`src/rtl/isa_io_cycle_sequencer_if.sv`:
```
// Requester handshake plus ISA riser pin bundle for isa_io_cycle_sequencer.
// master = requester/pin side, slave = the sequencer itself.
interface isa_io_cycle_sequencer_if;
  logic        req;
  logic        req_we;
  logic [15:0] req_addr;
  logic [15:0] req_wdata;
  logic        ready;
  logic        done;
  logic [15:0] rdata;
  logic        timeout;
  logic [15:0] addr_out;
  logic [15:0] d_out;
  logic [15:0] d_in;
  logic        d_oe;
  logic        ior_n;
  logic        iow_n;
  logic        aen;
  logic        iochrdy;

  modport master (
    output req, req_we, req_addr, req_wdata, d_in, iochrdy,
    input  ready, done, rdata, timeout, addr_out, d_out, d_oe, ior_n, iow_n, aen
  );

  modport slave (
    input  req, req_we, req_addr, req_wdata, d_in, iochrdy,
    output ready, done, rdata, timeout, addr_out, d_out, d_oe, ior_n, iow_n, aen
  );
endinterface

```
`src/rtl/isa_io_cycle_sequencer.sv`:
```
// Sequences one ISA I/O read or write (setup / strobe / hold) per accepted request.
// Define ISA_IOCHRDY_EN to let IOCHRDY stretch the strobe, with a timeout abort.
module isa_io_cycle_sequencer #(
  parameter int SETUP_CYC   = 4,
  parameter int STROBE_CYC  = 25,
  parameter int HOLD_CYC    = 4,
  parameter int TIMEOUT_CYC = 800
) (
  input  logic                      clk_50MHz,
  input  logic                      reset,
  isa_io_cycle_sequencer_if.slave   bus
);

  localparam int MAX_SS  = (SETUP_CYC > STROBE_CYC) ? SETUP_CYC : STROBE_CYC;
  localparam int MAX_HT  = (HOLD_CYC > TIMEOUT_CYC) ? HOLD_CYC : TIMEOUT_CYC;
  localparam int MAX_CYC = (MAX_SS > MAX_HT) ? MAX_SS : MAX_HT;
  localparam int CNT_W   = $clog2(MAX_CYC + 1);

  typedef logic [CNT_W-1:0] cnt_t;
  localparam cnt_t CNT_ONE   = cnt_t'(1);
  localparam cnt_t SETUP_LD  = cnt_t'(SETUP_CYC);
  localparam cnt_t STROBE_LD = cnt_t'(STROBE_CYC);
  localparam cnt_t HOLD_LD   = cnt_t'(HOLD_CYC);

  typedef enum logic [1:0] {
    ST_IDLE,
    ST_SETUP,
    ST_STROBE,
    ST_HOLD
  } state_t;

  state_t      r_state, w_state;
  cnt_t        r_cnt, w_cnt;
  logic        r_we, w_we;
  logic        r_ready, w_ready;
  logic        r_done, w_done;
  logic        r_ior_n, w_ior_n;
  logic        r_iow_n, w_iow_n;
  logic        r_aen, w_aen;
  logic        r_d_oe, w_d_oe;
  logic [15:0] r_addr, w_addr;
  logic [15:0] r_dout, w_dout;
  logic [15:0] r_rdata, w_rdata;
  logic        w_release;
  logic        w_abort;

`ifdef ISA_IOCHRDY_EN
  localparam cnt_t TIMEOUT_LD = cnt_t'(TIMEOUT_CYC);
  logic r_ext, w_ext;
  cnt_t r_wait, w_wait;
  logic r_to_flag, w_to_flag;
  logic r_timeout, w_timeout;
`endif

  // NOTE: every signal written here gets a default first, so no path leaves it
  // unassigned and no latch is inferred.
  always_comb begin
    w_state   = r_state;
    w_cnt     = r_cnt;
    w_we      = r_we;
    w_ready   = r_ready;
    w_done    = 1'b0;
    w_ior_n   = r_ior_n;
    w_iow_n   = r_iow_n;
    w_aen     = r_aen;
    w_d_oe    = r_d_oe;
    w_addr    = r_addr;
    w_dout    = r_dout;
    w_rdata   = r_rdata;
    w_release = 1'b0;
    w_abort   = 1'b0;
`ifdef ISA_IOCHRDY_EN
    w_ext     = r_ext;
    w_wait    = r_wait;
    w_to_flag = r_to_flag;
    w_timeout = 1'b0;
`endif

    case (r_state)
      ST_IDLE: begin
        if (bus.req) begin
          w_we    = bus.req_we;
          w_addr  = bus.req_addr;
          w_dout  = bus.req_wdata;
          w_d_oe  = bus.req_we;
          w_aen   = 1'b0;
          w_ready = 1'b0;
          w_cnt   = SETUP_LD;
          w_state = ST_SETUP;
        end
      end

      ST_SETUP: begin
        if (r_cnt == CNT_ONE) begin
          // Only one strobe is ever selected, keyed off the latched direction.
          if (r_we) w_iow_n = 1'b0;
          else      w_ior_n = 1'b0;
          w_cnt   = STROBE_LD;
          w_state = ST_STROBE;
        end else begin
          w_cnt = r_cnt - CNT_ONE;
        end
      end

      ST_STROBE: begin
`ifdef ISA_IOCHRDY_EN
        if (r_ext) begin
          if (bus.iochrdy)           w_release = 1'b1;
          else if (r_wait == CNT_ONE) w_abort   = 1'b1;
          else                       w_wait    = r_wait - CNT_ONE;
        end else if (r_cnt == CNT_ONE) begin
          if (bus.iochrdy) begin
            w_release = 1'b1;
          end else begin
            w_ext  = 1'b1;
            w_wait = TIMEOUT_LD;
          end
        end else begin
          w_cnt = r_cnt - CNT_ONE;
        end
`else
        if (r_cnt == CNT_ONE) w_release = 1'b1;
        else                  w_cnt     = r_cnt - CNT_ONE;
`endif
        if (w_release || w_abort) begin
          // Read data is taken on the same edge the strobe releases.
          if (!r_we) w_rdata = w_abort ? 16'hFFFF : bus.d_in;
          w_ior_n = 1'b1;
          w_iow_n = 1'b1;
          w_cnt   = HOLD_LD;
          w_state = ST_HOLD;
`ifdef ISA_IOCHRDY_EN
          w_ext     = 1'b0;
          w_to_flag = w_abort;
`endif
        end
      end

      ST_HOLD: begin
        if (r_cnt == CNT_ONE) begin
          w_aen   = 1'b1;
          w_d_oe  = 1'b0;
          w_done  = 1'b1;
          w_ready = 1'b1;
          w_state = ST_IDLE;
`ifdef ISA_IOCHRDY_EN
          w_timeout = r_to_flag;
          w_to_flag = 1'b0;
`endif
        end else begin
          w_cnt = r_cnt - CNT_ONE;
        end
      end

      default: w_state = ST_IDLE;
    endcase
  end

  // NOTE: state registers use non-blocking assignment so every flop samples the
  // pre-edge values computed above.
  always_ff @(posedge clk_50MHz) begin
    if (reset) begin
      r_state <= ST_IDLE;
      r_cnt   <= '0;
      r_we    <= 1'b0;
      r_ready <= 1'b1;
      r_done  <= 1'b0;
      r_ior_n <= 1'b1;
      r_iow_n <= 1'b1;
      r_aen   <= 1'b1;
      r_d_oe  <= 1'b0;
      r_addr  <= '0;
      r_dout  <= '0;
      r_rdata <= '0;
`ifdef ISA_IOCHRDY_EN
      r_ext     <= 1'b0;
      r_wait    <= '0;
      r_to_flag <= 1'b0;
      r_timeout <= 1'b0;
`endif
    end else begin
      r_state <= w_state;
      r_cnt   <= w_cnt;
      r_we    <= w_we;
      r_ready <= w_ready;
      r_done  <= w_done;
      r_ior_n <= w_ior_n;
      r_iow_n <= w_iow_n;
      r_aen   <= w_aen;
      r_d_oe  <= w_d_oe;
      r_addr  <= w_addr;
      r_dout  <= w_dout;
      r_rdata <= w_rdata;
`ifdef ISA_IOCHRDY_EN
      r_ext     <= w_ext;
      r_wait    <= w_wait;
      r_to_flag <= w_to_flag;
      r_timeout <= w_timeout;
`endif
    end
  end

  assign bus.ready    = r_ready;
  assign bus.done     = r_done;
  assign bus.rdata    = r_rdata;
  assign bus.addr_out = r_addr;
  assign bus.d_out    = r_dout;
  assign bus.d_oe     = r_d_oe;
  assign bus.ior_n    = r_ior_n;
  assign bus.iow_n    = r_iow_n;
  assign bus.aen      = r_aen;

`ifdef ISA_IOCHRDY_EN
  assign bus.timeout = r_timeout;
`else
  // Fixed timing: IOCHRDY has no effect and no cycle can time out.
  assign bus.timeout = 1'b0;
  wire w_unused = bus.iochrdy;
`endif

endmodule
```
`src/flat_wrapper.sv`:
```
// flat-port wrapper written by rule: the top's interface ports become plain ports
module isa_io_cycle_sequencer_flat 
#(
  parameter int SETUP_CYC   = 4,
  parameter int STROBE_CYC  = 25,
  parameter int HOLD_CYC    = 4,
  parameter int TIMEOUT_CYC = 800
)
  (clk_50MHz, reset, bus_req, bus_req_we, bus_req_addr, bus_req_wdata, bus_d_in, bus_iochrdy, bus_ready, bus_done, bus_rdata, bus_timeout, bus_addr_out, bus_d_out, bus_d_oe, bus_ior_n, bus_iow_n, bus_aen);
  isa_io_cycle_sequencer_if bus_i ();
  input  logic clk_50MHz;
  input  logic reset;
  input wire logic [$bits(bus_i.req)-1:0] bus_req;
  input wire logic [$bits(bus_i.req_we)-1:0] bus_req_we;
  input wire logic [$bits(bus_i.req_addr)-1:0] bus_req_addr;
  input wire logic [$bits(bus_i.req_wdata)-1:0] bus_req_wdata;
  input wire logic [$bits(bus_i.d_in)-1:0] bus_d_in;
  input wire logic [$bits(bus_i.iochrdy)-1:0] bus_iochrdy;
  output wire logic [$bits(bus_i.ready)-1:0] bus_ready;
  output wire logic [$bits(bus_i.done)-1:0] bus_done;
  output wire logic [$bits(bus_i.rdata)-1:0] bus_rdata;
  output wire logic [$bits(bus_i.timeout)-1:0] bus_timeout;
  output wire logic [$bits(bus_i.addr_out)-1:0] bus_addr_out;
  output wire logic [$bits(bus_i.d_out)-1:0] bus_d_out;
  output wire logic [$bits(bus_i.d_oe)-1:0] bus_d_oe;
  output wire logic [$bits(bus_i.ior_n)-1:0] bus_ior_n;
  output wire logic [$bits(bus_i.iow_n)-1:0] bus_iow_n;
  output wire logic [$bits(bus_i.aen)-1:0] bus_aen;
  assign bus_i.req = bus_req;
  assign bus_i.req_we = bus_req_we;
  assign bus_i.req_addr = bus_req_addr;
  assign bus_i.req_wdata = bus_req_wdata;
  assign bus_i.d_in = bus_d_in;
  assign bus_i.iochrdy = bus_iochrdy;
  assign bus_ready = bus_i.ready;
  assign bus_done = bus_i.done;
  assign bus_rdata = bus_i.rdata;
  assign bus_timeout = bus_i.timeout;
  assign bus_addr_out = bus_i.addr_out;
  assign bus_d_out = bus_i.d_out;
  assign bus_d_oe = bus_i.d_oe;
  assign bus_ior_n = bus_i.ior_n;
  assign bus_iow_n = bus_i.iow_n;
  assign bus_aen = bus_i.aen;
  isa_io_cycle_sequencer #(.SETUP_CYC(SETUP_CYC), .STROBE_CYC(STROBE_CYC), .HOLD_CYC(HOLD_CYC), .TIMEOUT_CYC(TIMEOUT_CYC)) u_core (.clk_50MHz(clk_50MHz), .reset(reset), .bus(bus_i));
endmodule
```
`config.mk`:
```
export PLATFORM = sky130hd
export DESIGN_NAME = isa_io_cycle_sequencer_flat
export DESIGN_NICKNAME = d
export VERILOG_FILES = /design/src/rtl/isa_io_cycle_sequencer_if.sv /design/src/rtl/isa_io_cycle_sequencer.sv /design/src/flat_wrapper.sv
export SDC_FILE = /design/constraint.sdc
export NUM_CORES = 1
export LEC_CHECK = 0
export BUFFER_PORTS_ARGS = -buffer_cell sky130_fd_sc_hd__buf_2
export CAP_MARGIN = 5
export CELL_PAD_IN_SITES_DETAIL_PLACEMENT = 0
export CELL_PAD_IN_SITES_GLOBAL_PLACEMENT = 2
export CORE_MARGIN = 2
export CORE_UTILIZATION = 27
export DETAILED_ROUTE_END_ITERATION = 6
export PLACE_DENSITY_LB_ADDON = 0.1
export SETUP_SLACK_MARGIN = 0.4
export SLEW_MARGIN = 30
export SYNTH_ARGS = -nofsm -noshare
export SYNTH_HDL_FRONTEND = slang
export SYNTH_SLANG_ARGS = --single-unit
export TNS_END_PERCENT = 30
```
`constraint.sdc`:
```
create_clock -name clk_50MHz -period 2.9 [get_ports clk_50MHz]
set_input_delay 0.725 -clock clk_50MHz [delete_from_list [all_inputs] [get_ports clk_50MHz]]
set_output_delay 0.725 -clock clk_50MHz [all_outputs]
set_load 0.005 [all_outputs]
```
==> impl_metrics.tcl <==
set metrics [dict create \
    status "completed" \
    slew-limit-headroom 0.3762 \
    fin_crit_ns 2.253 \
    final-hold-violation-count 0 \
    yosys.area_share.xor_xnor 0.003080 \
    ir_worst_vdd_v 0.0002226 \
    rr_worst_depth 8 \
    wirelength_um 7716 \
    antennaDiodeCount 0 \
    routabilityCongestion 0.7712 \
    dr.pass1.iters 4 \
    fp-row-count 37 \
    antenna_found_initial 0 \
    worst_pin_slew_ns 0.9338 \
    grt_start_max_net_pins 42 \
    critPathMaxFanout 10 \
    synthSimpleGateAreaFrac 0.2156 \
    hp-start "u_core.bus.d_out[3]$_SDFFE_PP0P_" \
    synth_ff_type "dfxtp_1" \
    rsz0062_at_grt "false" \
    synth_sequential_area_ratio 0.4646 \
    antenna_left 0 \
    critPathCaptureType "register" \
    clkTransAtPathRegs_ns 0.07 \
    worstPathRequired_ns 3.18 \
    drtIter0Drc 108 \
    grt_usage 0.1420 \
    syn_area_sq_mm 0.002844 \
    die_h_um 106.6 \
    overflow 0 \
    dieWidth_um 106.6 \
    synthesis.nets 402 \
    synth_compound_gate_area_share 0.1588 \
    yosysWarnings 0 \
    drive_above_1_share 0.3027 \
    numCtsBuffers 9 \
    cp-start-kind "register" \
    fin_util 0.3622 \
    startpoint "u_core.r_cnt[0]$_SDFFE_PP0N_" \
    period_share 0.7768 \
    viasPerCell 4.521 \
    num_vias 2631 \
    area_delta_synth_final_pct 30.88 \
    ys_types 45 \
    cts_hold_buf 0 \
    avgSynthCellArea_sq_um 8.365 \
    cts.sinks 66 \
    slew_violations 0 \
    drv_cap 0 \
    root_buffer "clkbuf_8" \
    powerDensity_mw_per_mm2 790.8 \
    r2r-start "u_core.r_cnt[0]$_SDFFE_PP0N_" \
    hp-class "register to register" \
    final_nets 503 \
    synth_edf_count 0 \
    core_sq_mm 0.01028 \
    regToRegSetupSlack_ns 0.65 \
    leakage_uw 0.001585 \
    drc 0 \
    endpoint "u_core.r_cnt[0]$_SDFFE_PP0N_" \
    die_area_sq_mm 0.01137 \
    ys_async_sr_fraction 0 \
    synth_mux_area_frac 0.05983 \
    finalSetupViolations 0 \
    max_freq_ghz 0.4439 \
    initial_core_util 0.2767 \
    grt_pass1_wl_um 12650 \
    ctsHtreeMaxLevel 3 \
    avgRoutedWirePerCell_um 13.26 \
    crit_type "register to register" \
    skew_ns 0.01250 \
    synthAdderAreaFrac 0.03960 \
    worstReg2RegEnd "u_core.r_cnt[0]$_SDFFE_PP0N_" \
    grt_pass1_vias 2535 \
    clock_path_buffers 2 \
    worstSkewPairLatency_ns 0.35 \
    dp_hpwl_um 5517 \
    cts_tree "built" \
    ys_ff_latch 66 \
    io_pins 108 \
    synth_top_family_by_area "simple AND/OR/NAND/NOR gates" \
    finalSetupTns_ns 0 \
    portBuffers 105 \
    worstPathArrival_ns 2.53 \
    synth_cells 340 \
]
==> layout make-up <==
type,instances,area (sq um)
clock buffer,10,127.6
clock inverter,6,90.09
fill,1134,6555
inverter,11,41.29
multi-input combinational,239,1366
sequential,66,1321
tap,136,170.2
timing repair buffer,114,605.6
==> cells by family (layout without fill, tap and decap cells) <==
group	count (synthesis)	in the layout
XOR/XNOR	1	1
AND/OR/NAND/NOR	134	134
multiplexers	17	17
adder cells (fa/ha/maj)	9	9
other	1	1
AO/OA/AOI/OAI	77	77
buffers and inverters	35	141
flip-flops	66	66
==> registers in the layout, indices dropped and copies added, names as in the netlist <==
signal               cells
u_core.bus.addr_out     16
u_core.bus.d_out        16
u_core.bus.rdata        16
u_core.r_cnt            10
u_core.r_state           2
u_core.bus.aen           1
u_core.bus.d_oe          1
u_core.bus.done          1
u_core.bus.ior_n         1
u_core.bus.iow_n         1
u_core.r_we              1
==> cells in the final DEF (no fill, tap or decap), types with 3 or more instances in the layout <==
cell / Yosys / routed
a21oi_1: 40 / 40
a31oi_1: 6 / 6
buf_2: 1 / 105
buf_4: 2 / 8
clkbuf_8: 0 / 9
dfxtp_1: 66 / 66
ha_1: 9 / 9
inv_1: 10 / 10
mux2i_1: 17 / 17
nand2_1: 76 / 76
nand3_1: 6 / 6
nor2_1: 25 / 25
nor3_1: 6 / 6
nor4_1: 4 / 3
o211ai_1: 3 / 3
o21ai_0: 7 / 7
o21ai_1: 5 / 5
==> cell usage after synthesis, types with 6 or more instances <==
cell,number,share of area
inv_1,10,0.013
o21ai_0,7,0.012
a31oi_1,6,0.013
mux2i_1,17,0.060
nand2_1,76,0.10
nand3_1,6,0.011
ha_1,9,0.040
nor2_1,25,0.033
clkbuf_1,18,0.024
dfxtp_1,66,0.46
nor3_1,6,0.011
a21oi_1,40,0.070
==> power breakdown <==
part           switching [uW]  total, uW  leakage [uW]  internal [uW]
sequential               92.5       1120      0.000538           1030
combinational             574        958      0.000940            384
clock                     378        866      0.000107            487
total                    1050       2940       0.00159           1900
==> metrics by stage <==
step           setup WS [ns]  hold WS, ns  instance area (sq um)  cells  total power (uW)
3_5_place_dp          0.5336       0.4465                   3498    566              2103
4_1_cts               0.6392       0.4586                   3716    582              2991
2_1_floorplan         0.6898       0.4481                   2844    340              1761
5_1_grt               0.4863       0.4770                   3722    582              3176
3_3_place_gp          0.5057       0.4392                   3498    566              2112
6_report              0.6474       0.4553                   3722    582              2944
==> critical path, cell delays in order, from the launching register on <==
cell and delay, ns:
dfxtp_1 0.43, ha_1 0.22, or4b_4 0.53, nor3_2 0.17, inv_2 0.14, ha_1 0.32
o221ai_1 0.17, a22oi_1 0.09, nor2_1 0.12
==> worst min path at each step <==
stage | depth (start not counted) | slack (ns) | end
finish | 2 | 0.46 | u_core.bus.d_out[3]$_SDFFE_PP0P_
detailed placement | 2 | 0.45 | u_core.bus.d_out[6]$_SDFFE_PP0P_
CTS | 2 | 0.46 | u_core.bus.d_out[14]$_SDFFE_PP0P_
floorplan | 1 | 0.45 | u_core.r_cnt[9]$_SDFFE_PP0N_
global placement | 2 | 0.44 | u_core.bus.d_out[7]$_SDFFE_PP0P_
global route | 2 | 0.48 | u_core.bus.d_out[7]$_SDFFE_PP0P_
==> metal layers <==
metal  GRT usage  vias up  share of wire
li1            -     1370              -
met1      0.1871     1166           0.48
met2      0.2143       83           0.44
met3     0.04073       12          0.062
met4     0.06586        0          0.018
met5           0        -              0
==> what timing repair did <==
action / 4_1_cts / 5_1_grt
resized for setup: 0 / 1
buffers inserted: 0 / 0
setup endpoints to repair: 0 / 1
Power figures use the tool's default switching activity.
